### src/rtl/fpdiv_arb_pkg.sv
// Shared types and constants for the FP-divider round-robin arbiter.
package fpdiv_arb_pkg;

    typedef enum logic [1:0] {
        IDLE = 2'd0,
        BUSY = 2'd1,
        DONE = 2'd2
    } state_t;

    localparam logic [31:0] QNAN  = 32'h7FC0_0000;
    localparam int unsigned CNT_W = 16;

endpackage

### src/rtl/fpdiv_arb_rr_pick.sv
// Combinational round-robin picker: first requester at or after ptr, wrapping mod N_REQ.
module rr_pick #(
    parameter int N_REQ = 4,
    parameter int IDXW  = 2
) (
    input  logic [N_REQ-1:0] req,
    input  logic [IDXW-1:0]  ptr,
    output logic [N_REQ-1:0] gnt,
    output logic [IDXW-1:0]  idx,
    output logic             valid
);

    int unsigned w_p;

    // Outer loop walks rotational distance from ptr so the nearest requester wins.
    always_comb begin
        gnt   = '0;
        idx   = '0;
        valid = 1'b0;
        w_p   = 32'(ptr);
        for (int unsigned d = 0; d < N_REQ; d++) begin
            for (int unsigned i = 0; i < N_REQ; i++) begin
                if (!valid && req[i] && (((i + N_REQ - w_p) % N_REQ) == d)) begin
                    valid  = 1'b1;
                    gnt[i] = 1'b1;
                    idx    = IDXW'(i);
                end
            end
        end
    end

endmodule

### src/rtl/fpdiv_arb.sv
// Round-robin arbiter sharing one FP divider among N_REQ requesters.
// Optional divider timeout enabled by defining FPDIV_ARB_TIMEOUT_EN.
module fpdiv_arb #(
    parameter int N_REQ   = 4,
    parameter int TIMEOUT = 64
) (
    input  logic                 clk,
    input  logic                 rst,
    input  logic [N_REQ-1:0]     req,
    input  logic [32*N_REQ-1:0]  n_bus,
    input  logic [32*N_REQ-1:0]  x_bus,
    output logic [N_REQ-1:0]     ack,
    output logic [N_REQ-1:0]     err,
    output logic [31:0]          res,
    output logic                 busy,
    output logic [31:0]          div_n,
    output logic [31:0]          div_x,
    output logic                 div_r_i,
    input  logic [31:0]          div_res,
    input  logic                 div_r_o
);
    import fpdiv_arb_pkg::*;

    localparam int IDXW = (N_REQ > 1) ? $clog2(N_REQ) : 1;

    state_t             r_state;
    logic [IDXW-1:0]    r_ptr;
    logic [N_REQ-1:0]   r_gnt;
    logic [N_REQ-1:0]   r_ack;
    logic [31:0]        r_res;
    logic [31:0]        r_div_n;
    logic [31:0]        r_div_x;
    logic               r_div_r_i;
    logic               r_busy;

    logic [N_REQ-1:0]   w_gnt;
    logic [IDXW-1:0]    w_idx;
    logic               w_valid;
    logic [31:0]        w_n;
    logic [31:0]        w_x;

    rr_pick #(
        .N_REQ (N_REQ),
        .IDXW  (IDXW)
    ) u_pick (
        .req   (req),
        .ptr   (r_ptr),
        .gnt   (w_gnt),
        .idx   (w_idx),
        .valid (w_valid)
    );

    always_comb begin
        w_n = '0;
        w_x = '0;
        for (int unsigned i = 0; i < N_REQ; i++) begin
            w_n |= n_bus[32*i +: 32] & {32{w_gnt[i]}};
            w_x |= x_bus[32*i +: 32] & {32{w_gnt[i]}};
        end
    end

`ifdef FPDIV_ARB_TIMEOUT_EN
    logic [CNT_W-1:0]   r_cnt;
    logic [CNT_W-1:0]   w_cnt_nxt;
    logic [N_REQ-1:0]   r_err;

    assign w_cnt_nxt = r_cnt + 1'b1;
    assign err       = r_err;
`else
    assign err       = '0;
`endif

    always_ff @(posedge clk or posedge rst) begin
        if (rst) begin
            r_state   <= IDLE;
            r_ptr     <= '0;
            r_gnt     <= '0;
            r_ack     <= '0;
            r_res     <= '0;
            r_div_n   <= '0;
            r_div_x   <= '0;
            r_div_r_i <= 1'b0;
            r_busy    <= 1'b0;
`ifdef FPDIV_ARB_TIMEOUT_EN
            r_cnt     <= '0;
            r_err     <= '0;
`endif
        end else begin
            r_ack <= '0;
`ifdef FPDIV_ARB_TIMEOUT_EN
            r_err <= '0;
`endif
            case (r_state)
                IDLE: begin
                    if (w_valid) begin
                        r_state   <= BUSY;
                        r_gnt     <= w_gnt;
                        r_ptr     <= (w_idx == IDXW'(N_REQ - 1)) ? '0 : w_idx + 1'b1;
                        r_div_n   <= w_n;
                        r_div_x   <= w_x;
                        r_div_r_i <= 1'b1;
                        r_busy    <= 1'b1;
`ifdef FPDIV_ARB_TIMEOUT_EN
                        r_cnt     <= '0;
`endif
                    end
                end
                BUSY: begin
                    if (div_r_o) begin
                        r_div_r_i <= 1'b0;
                        r_res     <= div_res;
                        r_ack     <= r_gnt;
                        r_state   <= DONE;
                    end
`ifdef FPDIV_ARB_TIMEOUT_EN
                    else if (w_cnt_nxt == CNT_W'(TIMEOUT)) begin
                        r_cnt     <= w_cnt_nxt;
                        r_div_r_i <= 1'b0;
                        r_res     <= QNAN;
                        r_ack     <= r_gnt;
                        r_err     <= r_gnt;
                        r_state   <= DONE;
                    end else begin
                        r_cnt     <= w_cnt_nxt;
                    end
`endif
                end
                DONE: begin
                    r_state <= IDLE;
                    r_busy  <= 1'b0;
                end
                default: r_state <= IDLE;
            endcase
        end
    end

    assign ack     = r_ack;
    assign res     = r_res;
    assign busy    = r_busy;
    assign div_n   = r_div_n;
    assign div_x   = r_div_x;
    assign div_r_i = r_div_r_i;

endmodule

### config.mk
export PLATFORM = sky130hd
export DESIGN_NAME = fpdiv_arb
export DESIGN_NICKNAME = d
export VERILOG_FILES = /design/src/rtl/fpdiv_arb_pkg.sv /design/src/rtl/fpdiv_arb_rr_pick.sv /design/src/rtl/fpdiv_arb.sv
export SDC_FILE = /design/constraint.sdc
export NUM_CORES = 1
export LEC_CHECK = 0
export BUFFER_PORTS_ARGS = -buffer_cell sky130_fd_sc_hd__buf_2
export CAP_MARGIN = 20
export CORE_AREA = 2 2 155 157
export CTS_CLUSTER_SIZE = 14
export DETAILED_ROUTE_END_ITERATION = 10
export DIE_AREA = 0 0 157 159
export PLACE_DENSITY = 0.69
export SLEW_MARGIN = 30
export SYNTH_ARGS = -nofsm -noshare
export SYNTH_HDL_FRONTEND = slang
export SYNTH_SLANG_ARGS = --single-unit
export TNS_END_PERCENT = 100
### constraint.sdc
create_clock -name clk -period 3.5 [get_ports clk]
set_input_delay 0.525 -clock clk [delete_from_list [all_inputs] [get_ports clk]]
set_output_delay 0.525 -clock clk [all_outputs]
set_load 0.01 [all_outputs]
=== Yosys cells after proc, flatten, opt, wreduce, memory -nomap -nowiden ===
Cells that the tools add are included.

* Register bits after elaboration: 110
* Word-level logic and storage cells: 159

* Add/sub/neg operators: 5
* Reductions and logical operators: 58
* Mux-type cells: 56
* Equal/unequal tests: 17
* Bitwise logic cells: 14

{| class="wikitable"
|+ Operator list
! cell !! number
|-
| AND 32 bit || 8
|-
| OR 32 bit || 6
|-
| zero test 32 bit || 4
|-
| 2-to-1 mux 1 bit || 34
|-
| 2-to-1 mux 2 bit || 17
|-
| logical AND 1 bit || 31
|-
| == test 2 bit (second input constant) || 10
|-
| zero test 1 bit || 15
|-
| == test 2 x 1 -> 1 bit (second input constant) || 5
|-
| 2-to-1 mux 4 bit || 2
|-
| AND reduction 2 bit || 4
|-
| case mux 1 bit (2 select lines) || 2
|-
| case mux 2 bit (2 select lines) || 1
|-
| nonzero test 2 bit || 2
|-
| subtractor 1 x 2 -> 2 bit (first input constant) || 2
|-
| subtractor 2 bit (first input constant) || 2
|-
| AND reduction 3 bit || 1
|-
| adder 2 x 1 -> 2 bit (second input constant) || 1
|-
| zero test 2 bit || 1
|-
| inequality test 2 x 1 -> 1 bit (second input constant) || 1
|-
| inequality test 2 bit (second input constant) || 1
|}

=== Logic depth before layout (Yosys ltp) ===
Gate-level depths: netlist (run 1).

* Word-level depth: 66
* Depth in mapped cells: 7
* Gate-level depth less buffers: 5

=== Hierarchy ===
Synthesis (run 1) repeated with hierarchy kept, for this count alone.

* Cell total of the unflattened synthesis: 505
* Area total of the unflattened synthesis: 5465.2 um^2

{| class="wikitable"
|+ By module, submodules not included
! module !! area each (um^2) !! sequential area each (um^2) !! cells an instance !! times used
|-
| fpdiv_arb || 5253.8 || 2752.6 || 472 || 1
|-
| rr_pick || 211.5 || 0.0 || 33 || 1
|}

=== Worst setup path before layout (run 1) ===
OpenSTA, ideal clock, no wires.

* Kind: input -> register
* From: input port req[3]
* To: register r_div_n[0] (netlist: div_n[0])
* Setup time: 0.130 ns
* Arrival time: 1.567 ns
* Setup slack: 1.804 ns
* Stages on the path: 7
* Cell sequence: buf_4 -> nor2_2 -> a211o_1 -> buf_4 -> buf_2 -> a211oi_1 -> a31oi_1

* Cells in the longest elaborated chain, start to end: 53

{| class="wikitable"
|+ Ends and longest elaborated chain
! element !! RTL line !! text
|-
| start: declaration || fpdiv_arb.sv:9 || <nowiki>input logic [N_REQ-1:0] req,</nowiki>
|-
| logical AND 1 bit (2 in series) || fpdiv_arb_rr_pick.sv:23 || <nowiki>if (!valid && req[i] && (((i + N_REQ - w_p) % N_REQ) == d)) begin</nowiki>
|-
| 2-to-1 mux 1 bit || fpdiv_arb_rr_pick.sv:23 ||
|-
| zero test 1 bit || fpdiv_arb_rr_pick.sv:23 ||
|-
| logical AND 1 bit (2 in series) || fpdiv_arb_rr_pick.sv:23 ||
|-
| 2-to-1 mux 1 bit || fpdiv_arb_rr_pick.sv:23 ||
|-
| zero test 1 bit || fpdiv_arb_rr_pick.sv:23 ||
|-
| logical AND 1 bit (2 in series) || fpdiv_arb_rr_pick.sv:23 ||
|-
| 2-to-1 mux 1 bit || fpdiv_arb_rr_pick.sv:23 ||
|-
| (+32 left out) || n/a ||
|-
| zero test 1 bit || fpdiv_arb_rr_pick.sv:23 ||
|-
| logical AND 1 bit (2 in series) || fpdiv_arb_rr_pick.sv:23 ||
|-
| 2-to-1 mux 1 bit || fpdiv_arb_rr_pick.sv:23 ||
|-
| zero test 1 bit || fpdiv_arb_rr_pick.sv:23 ||
|-
| logical AND 1 bit (2 in series) || fpdiv_arb_rr_pick.sv:23 ||
|-
| 2-to-1 mux 1 bit || fpdiv_arb_rr_pick.sv:23 ||
|-
| AND 32 bit || fpdiv_arb.sv:57 || <nowiki>w_n |= n_bus[32*i +: 32] & {32{w_gnt[i]}};</nowiki>
|-
| OR 32 bit || fpdiv_arb.sv:57 ||
|-
| end signal: assignment || fpdiv_arb.sv:99 || <nowiki>r_div_n <= w_n;</nowiki>
|-
| end: declaration || fpdiv_arb.sv:31 || <nowiki>logic [31:0] r_div_n;</nowiki>
|}

Parallel ways exist; a longest one is shown, timed or not.
A chain may end at the register's enable or synchronous reset.

=== Worst setup path in the final report (run 1) ===
* From: input port req[3]
* To: register r_div_n[2] (netlist: div_n[2])

The elaborated chain is that of the path after synthesis.

==> summary.md, run 1 <==
| Metric | Value |
|---|---|
| Post-synthesis sequential area ratio | `0.4015` |
| Critical path launch point type | `input pin` |
| EDFF count, synth | `0` |
| Antenna viol nets, final | `0` |
| Flop pwr share | `0.316` |
| Period utilisation layout | `0.6636` |
| Routed WL | `28100 um` |
| DP Area | `8907 sq um` |
| Max Freq | `0.4306 GHz` |
| Switching power share of the total | `0.4521` |
| Final setup viols | `0` |
| Synth area leaders | `dfrtp_1 40%, a211oi_1 14%, nand2_1 13%, a31oi_1 5.8%, and3_1 5.8%` |
| Post-route cell area | `9260 sq um` |
| Initial Utilization | `0.2956` |
| Initial DRC Count | `approximately 670` |
| Ys async rst share | `1.000` |
| Via count | `8055` |
| First-pass GRT wire length | `42590 um` |
| Mapped Area | `approximately 7000 sq um` |
| Unrepaired setup endpoints after global routing | `no` |
| Root Buffer | `clkbuf_16` |
| YS warnings | `0` |
| Worst VDD drop | `approximately 0.4 mV` |
| Slew @ Worst Pin | `~0.94 ns` |
| CP Class | `in2reg` |
| Fin Hold WS | `0.2413 ns` |
| Worst Skew | `between 0.01 and 0.015 ns` |
| Clk buf depth | `2` |
| CTS H-tree depth | `3` |
| NumNets Final | `~1500` |
| Comb pwr share | `0.519` |
| Overall power | `7.210 mW` |
| Gr usage total | `0.2170` |
| Largest family of logic cells by synthesized area | `compound AO/OA/AOI/OAI gates` |
| Total of max-cap violations | `0` |
| Endpoints failing hold | `0` |
| CTS Sinks | `between 100 and 150` |
| IO buf count | `396` |
| Commonest non-fill, non-tap cell in the layout | `buf_2` |
| Mux contribution to synthesized area | `0` |
| Total CTS buffers | `9` |
| Max-slew violations | `0` |
| Xor-xnor portion of the synthesized cell area | `0` |
| Commonest non-fill, non-tap cells in the layout | `396 x buf_2, 238 x nand2_1, 127 x a211oi_1, 110 x dfrtp_1, 68 x nor2_1` |
| Leakage power | `4.604 nW` |
| Drt wl/cell | `18.21 um` |
| Clock share of power | `0.165` |
| Post-Synth Simple-Gate Area | `0.2407` |
| Main synth FF type | `dfrtp_1` |
| Crit Path Max Fanout | `33` |
| First-pass DRT Iterations | `6` |
| Synth area leader | `dfrtp_1` |
| Largest net degree at the start of global routing | `63` |
| Internal power | `3.950 mW` |
| Post-synth top area share | `0.4015` |
| Synth cell types | `36` |
| Compound-Gate Fraction of Synth Area | `0.2699` |
| Worst rel slew slack | `0.3706` |
| # resized after CTS | `0` |
| FP Rows | `56` |
| DR DRC count | `0` |
| Die footprint | `24960 sq um` |
| Clk Latency, worst-skew pair | `0.36 ns` |
| Min-delay worst type | `in2async` |
| Vias in the first global route | `7783` |
| Final min period | `2.323 ns` |
| P per Cell Area | `between 700 and 800 nW/um^2` |
| Synth Area in Adders | `0` |
| Hpwl dp | `19770 um` |
| Share of layout cells above drive strength 1 | `0.3697` |
| IO Pins | `between 400 and 500` |
| Mean Syn Cell Area | `7.772 sq um` |
| Switching power | `around 3.3 mW` |
| Gpl congestion | `0.9092` |
| Area grow syn2layout | `35.08%` |
| Post-CTS Repair Setup Buffers | `0` |
| Total negative slack | `0 ns` |
| Worst-path clk slew | `about 0.080 ns` |
| GRT overflow | `0` |
| Status | `finished clean` |
| CTS tree | `done` |
| CORE AREA | `about 23000 sq um` |
| Via/cell ratio | `5.220` |
| Worst EP required | `about 3.7 ns` |
| Die X | `157 um` |
| Crit path DAT | `2.55 ns` |
| Syn Inst Count | `882` |
| Antenna violations before repair | `4` |
| Die Ht | `159 um` |
| Hold bufs inserted after CTS | `0` |
| FF+latch count, synth | `110` |
| CP Capture Type | `flop` |
cell usage after synthesis (all sizes together) (3+ instances only):
master	number
nor2b	3
a31oi	64
inv	5
and2	4
clkbuf	41
nand2	238
and3	64
dfrtp	110
buf	60
a211oi	129
nand2b	3
nor2	70
a21oi	6
o21ai	70
path summary, 6_finish.rpt:
path | from | endpoint | slack (ns) | cells after the start
max reg2reg | r_ptr[1]$_DFFE_PP0P_ | div_x[5]$_DFFE_PP0P_ | 1.19 | 4
max in group asynchronous | rst | r_gnt[2]$_DFFE_PP0P_ | 2.57 | 3
max | req[3] | div_n[2]$_DFFE_PP0P_ | 1.18 | 6
min | rst | res[28]$_DFFE_PP0P_ | 0.24 | 2
min in group clk | div_res[29] | res[29]$_DFFE_PP0P_ | 0.35 | 3
min reg2reg | r_gnt[2]$_DFFE_PP0P_ | r_gnt[2]$_DFFE_PP0P_ | 0.47 | 2
critical path, cell delays in order:
cell	delay, ns
buf_2	0.46
nor2_2	0.16
a211o_2	0.58
buf_4	0.32
a211oi_1	0.35
a31oi_1	0.13
registers in the layout, indices dropped and copies added (netlist names):
| name | count |
|---|---|
| div_n | 32 |
| div_x | 32 |
| res | 32 |
| ack | 4 |
| r_gnt | 4 |
| r_ptr | 2 |
| r_state | 2 |
| busy | 1 |
| div_r_i | 1 |
kinds of logic (layout without fill, tap and decap cells):
group | Yosys count | count (layout)
buf+inv | 106 | 441
simple gates | 386 | 386
flops | 110 | 110
compound gates | 279 | 279
other cells | 1 | 8
through the flow:
| stage | utilization | std cells | setup slack [ns] |
|---|---|---|---|
| final | 0.3993 | 1543 | 1.177 |
| after global placement | 0.3841 | 1523 | 0.7997 |
| after detailed placement | 0.3841 | 1523 | 0.7865 |
| after floorplan | - | 885 | 0.07270 |
| after global routing | 0.3992 | 1542 | 1.064 |
| after CTS | 0.3987 | 1539 | 1.173 |
final cells by class:
| cell class | count | area (sq um) |
|---|---|---|
| Timing Repair Buffer | 420 | 2187 |
| Tap cell | 319 | 399.1 |
| Inverter | 5 | 23.77 |
| Multi-Input combinational cell | 669 | 3547 |
| Clock inverter | 6 | 101.3 |
| Fill cell | 2436 | 13930 |
| Sequential cell | 110 | 2753 |
| Antenna cell | 4 | 10.01 |
| Clock buffer | 10 | 239.0 |
power by group through the flow:
stage | registers (mW) | logic, mW | clock network, mW
after global routing | 2.35 | 4.14 | 1.28
after detailed placement | 2.29 | 3.78 | 0
after CTS | 2.27 | 3.77 | 1.23
final | 2.28 | 3.74 | 1.19
after global placement | 2.28 | 3.72 | 0
after floorplan | 2.50 | 2.15 | 0
routing by layer:
layer  global-route usage  vias up  share of wire
met5                    0        -              0
met4              0.08340        0          0.026
met3              0.04627       51          0.085
met2               0.3608      454           0.48
met1               0.2744     3766           0.41
li1                     -     3784              -
No activity file was read; power rests on OpenSTA's default activity.
==> run 2: changes to the inputs <==
- PLACE_DENSITY: 0.69 -> 0.67
- clock period: 3.5 -> 2.2 ns (I/O delays scaled with it)
==> run 2 against run 1 <==
Sequential cell count unchanged. Core utilization is 0.67 points higher. Critical endpoint is now div_n[27]$_DFFE_PP0P_. Sequential power increased by 57%.
==> summary.md, run 2 (synthesis results as in run 1) <==
| Metric | Value |
|---|---|
| Leakage power | `4.663 nW (was 4.604 nW)` |
| Largest net degree at the start of global routing | `69 (was 63)` |
| Gr usage total | `0.2148 (was 0.2170)` |
| Worst EP required | `2.43 ns (was 3.73 ns)` |
| Reg-to-reg critical path startpoint | `r_ptr[0]$_DFFE_PP0P_ (was r_ptr[1]$_DFFE_PP0P_)` |
| Antenna viol nets, final | `0 (unchanged)` |
| Max-slew violations | `0 (unchanged)` |
| Via/cell ratio | `5.215 (was 5.220)` |
| Slew @ Worst Pin | `0.8185 ns (was 0.9441 ns)` |
| Max Freq | `0.4958 GHz` |
| Worst VDD drop | `0.6087 mV (was 0.4002 mV)` |
| Final min period | `2.017 ns` |
| GRT overflow | `0 (unchanged)` |
| Flop pwr share | `0.309 (was 0.316)` |
| Final Core Density | `0.4060 (was 0.3993)` |
| Via count | `8067 (was 8055)` |
| Die Ht | `159 um (unchanged)` |
| Switching power | `5.326 mW (was 3.259 mW)` |
| Cell count after placement | `1529 (was 1523)` |
| Fin Hold WS | `0.05518 ns (was 0.2413 ns)` |
| Unrepaired setup endpoints after global routing | `no (unchanged)` |
| CP Capture Type | `flop (unchanged)` |
| Period utilisation layout | `0.9168` |
| Total of max-cap violations | `0 (unchanged)` |
| Share of layout cells above drive strength 1 | `0.3728 (was 0.3697)` |
| First-pass DRT Iterations | `7 (was 6)` |
| Comb pwr share | `0.538 (was 0.519)` |
| IO Pins | `401 (unchanged)` |
| CP Class | `reg2reg (was in2reg)` |
| Commonest non-fill, non-tap cells in the layout | `396 x buf_2, 238 x nand2_1, 127 x a211oi_1, 110 x dfrtp_1, 68 x nor2_1 (unchanged)` |
| CTS tree | `done (unchanged)` |
| CORE AREA | `23190 sq um (unchanged)` |
| Antenna violations before repair | `2 (was 4)` |
| Worst Skew | `0.01444 ns (was 0.01420 ns)` |
| Min-delay worst type | `in2async (unchanged)` |
| Worst-path clk slew | `0.09 ns (was 0.08 ns)` |
| Overall power | `11.59 mW (was 7.210 mW)` |
| Vias in the first global route | `7999 (was 7783)` |
| Critical path launch point type | `flop (was input pin)` |
| Post-CTS Repair Setup Buffers | `0 (unchanged)` |
| Total negative slack | `0 ns (unchanged)` |
| DR DRC count | `0 (unchanged)` |
| Clk buf depth | `2 (unchanged)` |
| Total CTS buffers | `9 (unchanged)` |
| R2R depth | `6 (was 4)` |
| Reg-to-reg slack, setup | `0.18 ns (was 1.19 ns)` |
| P per Cell Area | `1231 nW/um^2 (was 778.6 nW/um^2)` |
| First-pass GRT wire length | `42500 um (was 42590 um)` |
| Hpwl dp | `19390 um (was 19770 um)` |
| Internal power | `6.261 mW (was 3.950 mW)` |
| Worst rel slew slack | `0.4543 (was 0.3706)` |
| Final setup viols | `0 (unchanged)` |
| Clock share of power | `0.153 (was 0.165)` |
| Crit path from | `r_ptr[0]$_DFFE_PP0P_ (was req[3])` |
| Status | `finished clean (unchanged)` |
| Endpoints failing hold | `0 (unchanged)` |
| Root Buffer | `clkbuf_16 (unchanged)` |
| FP Rows | `56 (unchanged)` |
| Switching power share of the total | `0.4596 (was 0.4521)` |
| Die X | `157 um (unchanged)` |
| NumNets Final | `1516 (was 1510)` |
| Initial DRC Count | `568 (was 665)` |
| Gpl congestion | `0.8649 (was 0.9092)` |
| Commonest non-fill, non-tap cell in the layout | `buf_2 (unchanged)` |
| Fin cells | `1547 (was 1543)` |
| Worst reg2reg endpoint | `div_n[27]$_DFFE_PP0P_ (was div_x[5]$_DFFE_PP0P_)` |
| Hold bufs inserted after CTS | `0 (unchanged)` |
| Initial Utilization | `0.2956 (unchanged)` |
| Crit Path Max Fanout | `34 (was 33)` |
| Crit path capture | `div_n[27]$_DFFE_PP0P_ (was div_n[2]$_DFFE_PP0P_)` |
| Drt wl/cell | `17.89 um (was 18.21 um)` |
| Area grow syn2layout | `37.34% (was 35.08%)` |
| Routed WL | `27680 um (was 28100 um)` |
| Crit path DAT | `2.25 ns (was 2.55 ns)` |
| IO buf count | `396 (unchanged)` |
| CTS Sinks | `110 (unchanged)` |
| # resized after CTS | `0 (unchanged)` |
| CTS H-tree depth | `3 (unchanged)` |
| Clk Latency, worst-skew pair | `0.37 ns (was 0.36 ns)` |
| Die footprint | `24960 sq um (unchanged)` |
[run 2: cell type report]
class	count	area, sq um
fill	2401	13780
inverter	5	22.52
sequential	110	2753
multi-input combinational	669	3547
antenna	2	5.005
tap	319	399.1
clock inverter	7	93.84
clock buffer	9	225.2
timing repair buffer	426	2370
[run 2: stage by stage]
stage | worst slack, ns | cell area, sq um
after global routing | 0.1497 | 9415
after global placement | 0.2357 | 9091
after floorplan | 0.5405 | 6870
after detailed placement | 0.1619 | 9091
final | 0.1830 | 9415
after CTS | 0.2305 | 9410
[run 2: worst min path at each step]
stage | slack [ns] | cells after the start | start | endpoint
2_1_floorplan | 0.43 | 2 | r_gnt[1]$_DFFE_PP0P_ | r_gnt[1]$_DFFE_PP0P_
3_3_place_gp | 0.44 | 2 | r_gnt[1]$_DFFE_PP0P_ | r_gnt[1]$_DFFE_PP0P_
3_5_place_dp | 0.46 | 2 | r_gnt[2]$_DFFE_PP0P_ | r_gnt[2]$_DFFE_PP0P_
4_1_cts | 0.08 | 3 | rst | ack[3]$_DFF_PP0_
5_1_grt | 0.08 | 3 | rst | res[13]$_DFFE_PP0P_
6_report | 0.06 | 3 | rst | res[13]$_DFFE_PP0P_
[run 2: critical path: stages, from the launching register on]
cell      delay [ns]
dfrtp_1         0.46
inv_2           0.11
buf_4           0.41
o21ai_4         0.13
buf_4           0.25
a211oi_1        0.38
a31oi_1         0.13
[run 2: power by group through the flow]
stage / Clock [mW] / Combinational, mW / Sequential (mW)
finish: 1.77 / 6.24 / 3.58
global route: 1.91 / 6.86 / 3.69
CTS: 1.83 / 6.27 / 3.57
detailed placement: 0 / 6.28 / 3.59
global placement: 0 / 6.16 / 3.59
floorplan: 0 / 3.42 / 3.98
[run 2: per-layer routing]
layer	wire [um]	global-route usage	share of wire	vias to the layer above
li1	-	-	-	3788
met1	10840	0.2567	0.39	3789
met2	13600	0.3712	0.49	432
met3	2413	0.05335	0.087	58
met4	822	0.07798	0.030	0
met5	0	0	0	-
==> run 3: changes to the inputs <==
- PLACE_DENSITY: 0.67 -> 0.7
- SETUP_SLACK_MARGIN: default -> 0.05
==> run 3 against run 2 <==
Clock skew is 0.0029 ns lower. Via count is 0.38% lower. Clock-buffer cell count is 1 higher. First-iteration DRC count is 2.6% lower. Wire length hardly changed. Combinational power is 1% lower. Total power is 1.2% lower. Sequential power hardly changed. Non-clock buffer count is 2 lower. Clock power is 4% lower. Final area is 0.47% lower. Core utilization is 0.19 points lower.
==> summary.md, run 3 (synthesis results as in run 1) <==
| Metric | Value |
|---|---|
| Reg area | `2753 sq um (unchanged)` |
| Die footprint | `24960 sq um (unchanged)` |
| Worst EP required | `2.43 ns (about the same)` |
| CP Class | `reg2reg (unchanged)` |
| Crit path max-delay cell type | `dfrtp_1 (unchanged)` |
| IO Pins | `401 (unchanged)` |
| First-pass DRT Iterations | `5 (was 7)` |
| Hpwl dp | `19540 um (was 19390 um)` |
| Routed WL | `27670 um (was 27680 um)` |
| Gpl congestion | `0.8406 (was 0.8649)` |
| Peak per-stage delay on the critical path | `0.43 ns (was 0.46 ns)` |
| Comb pwr share | `0.538 (about the same)` |
| Antenna violations before repair | `2 (unchanged)` |
| # resized after CTS | `0 (unchanged)` |
| IO buf count | `396 (unchanged)` |
| FP Rows | `56 (unchanged)` |
| Switching power share of the total | `0.4554 (was 0.4596)` |
| NumNets Final | `1514 (was 1516)` |
| Max-slew violations | `0 (unchanged)` |
| Crit path DAT | `2.12 ns (was 2.25 ns)` |
| CORE AREA | `23190 sq um (unchanged)` |
| Clock share of power | `0.149 (was 0.153)` |
| Total negative slack | `0 ns (unchanged)` |
| Final Core Density | `0.4041 (was 0.4060)` |
| Min-delay worst type | `in2async (unchanged)` |
| Multi-input gate area | `3547 sq um (unchanged)` |
| Drt wl/cell | `17.91 um (was 17.89 um)` |
| Via count | `8036 (was 8067)` |
| Period utilisation layout | `0.8627 (was 0.9168)` |
| Share of layout cells above drive strength 1 | `0.3717 (was 0.3728)` |
| Worst VDD drop | `0.5547 mV (was 0.6087 mV)` |
| Endpoints failing hold | `0 (unchanged)` |
| Crit Path Max Fanout | `27 (was 34)` |
| Gr usage total | `0.2133 (was 0.2148)` |
| Antenna viol nets, final | `0 (unchanged)` |
| Status | `finished clean (unchanged)` |
| DR DRC count | `0 (unchanged)` |
| Max Freq | `0.5269 GHz (was 0.4958 GHz)` |
| Die X | `157 um (unchanged)` |
| Die Ht | `159 um (unchanged)` |
| Crit path capture | `div_x[2]$_DFFE_PP0P_ (was div_n[27]$_DFFE_PP0P_)` |
| Slew @ Worst Pin | `0.6126 ns (was 0.8185 ns)` |
| Clk buf depth | `2 (unchanged)` |
| Worst-path clk slew | `0.08 ns (was 0.09 ns)` |
| Area grow syn2layout | `36.70% (was 37.34%)` |
| Post-CTS Repair Setup Buffers | `0 (unchanged)` |
| Overall power | `11.44 mW (was 11.59 mW)` |
| Commonest non-fill, non-tap cell in the layout | `buf_2 (unchanged)` |
| Commonest non-fill, non-tap cells in the layout | `396 x buf_2, 238 x nand2_1, 127 x a211oi_1, 110 x dfrtp_1, 68 x nor2_1 (unchanged)` |
| Unrepaired setup endpoints after global routing | `no (unchanged)` |
| Final min period | `1.898 ns (was 2.017 ns)` |
| Switching power | `5.212 mW (was 5.326 mW)` |
| GRT overflow | `0 (unchanged)` |
| Crit path cell chain | `inv_2 > buf_4 > buf_4 > a211oi_1 > a211oi_1 > a31oi_1 (was inv_2 > buf_4 > o21ai_4 > buf_4 > a211oi_1 > a31oi_1)` |
| First-pass GRT wire length | `41820 um (was 42500 um)` |
| Post-route cell area | `9371 sq um (was 9415 sq um)` |
| Final setup viols | `0 (unchanged)` |
| Initial DRC Count | `553 (was 568)` |
| Critical path launch point type | `flop (unchanged)` |
| Via/cell ratio | `5.201 (was 5.215)` |
| Clk Latency, worst-skew pair | `0.36 ns (was 0.37 ns)` |
| Root Buffer | `clkbuf_16 (unchanged)` |
| Crit path from | `r_ptr[0]$_DFFE_PP0P_ (unchanged)` |
| P per Cell Area | `1221 nW/um^2 (was 1231 nW/um^2)` |
| Internal power | `6.232 mW (was 6.261 mW)` |
| Total CTS buffers | `9 (unchanged)` |
| Leakage power | `4.642 nW (was 4.663 nW)` |
| CP Capture Type | `flop (unchanged)` |
| Worst Skew | `0.01155 ns (was 0.01444 ns)` |
| DP Area | `9064 sq um (was 9091 sq um)` |
| Fillcell total | `2395 (was 2401)` |
| Initial Utilization | `0.2956 (unchanged)` |
| CTS tree | `done (unchanged)` |
| Flop pwr share | `0.314 (was 0.309)` |
| Largest net degree at the start of global routing | `68 (was 69)` |
| CTS H-tree depth | `3 (unchanged)` |
| Vias in the first global route | `7607 (was 7999)` |
| CTS Sinks | `110 (unchanged)` |
| Reg-to-reg slack, setup | `0.30 ns (was 0.18 ns)` |
| Worst reg2reg endpoint | `div_x[2]$_DFFE_PP0P_ (was div_n[27]$_DFFE_PP0P_)` |
| Total of max-cap violations | `0 (unchanged)` |
| Hold bufs inserted after CTS | `0 (unchanged)` |
| Worst rel slew slack | `0.5910 (was 0.4543)` |
| R2R depth | `6 (unchanged)` |
| Reg-to-reg critical path startpoint | `r_ptr[0]$_DFFE_PP0P_ (unchanged)` |
==> run 3: worst min-delay path by stage <==
stage                               from                    to  slack (ns)  depth (start not counted)
finish                               rst  div_x[1]$_DFFE_PP0P_        0.06                          3
global route                         rst  div_x[1]$_DFFE_PP0P_        0.07                          3
CTS                                  rst  div_x[1]$_DFFE_PP0P_        0.05                          3
detailed placement                   rst  div_x[1]$_DFFE_PP0P_        0.45                          3
global placement                     rst  div_x[1]$_DFFE_PP0P_        0.45                          3
floorplan           r_gnt[1]$_DFFE_PP0P_  r_gnt[1]$_DFFE_PP0P_        0.43                          2
==> run 3: critical path: cells and delay by family (launching register included) <==
family / cells / cell delay [ns]
AOI/OAI and AO/OA: 3 / 0.56
buffers and inverters: 3 / 0.77
DFF: 1 / 0.43
==> run 3: area by class of cell <==
| class | count | share of cell area |
|---|---|---|
| Antenna cell | 2 | 0.0005340 |
| Clock buffer | 10 | 0.02550 |
| Clock inverter | 6 | 0.006809 |
| Inverter | 5 | 0.002403 |
| Multi-Input combinational cell | 669 | 0.3785 |
| Sequential cell | 110 | 0.2937 |
| Tap cell | 319 | 0.04259 |
| Timing Repair Buffer | 424 | 0.2499 |
==> run 3: per-stage QoR <==
stage / worst slack (ns) / instances / hold slack (ns)
6_report: 0.3020 / 1545 / 0.05768
3_3_place_gp: 0.3351 / 1527 / 0.4454
5_1_grt: 0.2147 / 1545 / 0.06736
2_1_floorplan: 0.5405 / 885 / 0.4304
4_1_cts: 0.3210 / 1543 / 0.05327
3_5_place_dp: 0.3364 / 1527 / 0.4480
==> run 3: per-layer routing <==
metal | share of wire | GRT usage | wire length (um)
met5 | 0 | 0 | 0
met3 | 0.092 | 0.03457 | 2552
met4 | 0.026 | 0.08340 | 728
met1 | 0.40 | 0.2732 | 11060
met2 | 0.48 | 0.3579 | 13330
==> run 3: power by group through the flow <==
stage / combinational, mW / clock (mW) / sequential, mW
2_1_floorplan: 3.42 / 0 / 3.98
3_3_place_gp: 6.11 / 0 / 3.59
3_5_place_dp: 6.19 / 0 / 3.62
4_1_cts: 6.19 / 1.76 / 3.59
5_1_grt: 6.77 / 1.82 / 3.72
6_report: 6.15 / 1.70 / 3.59
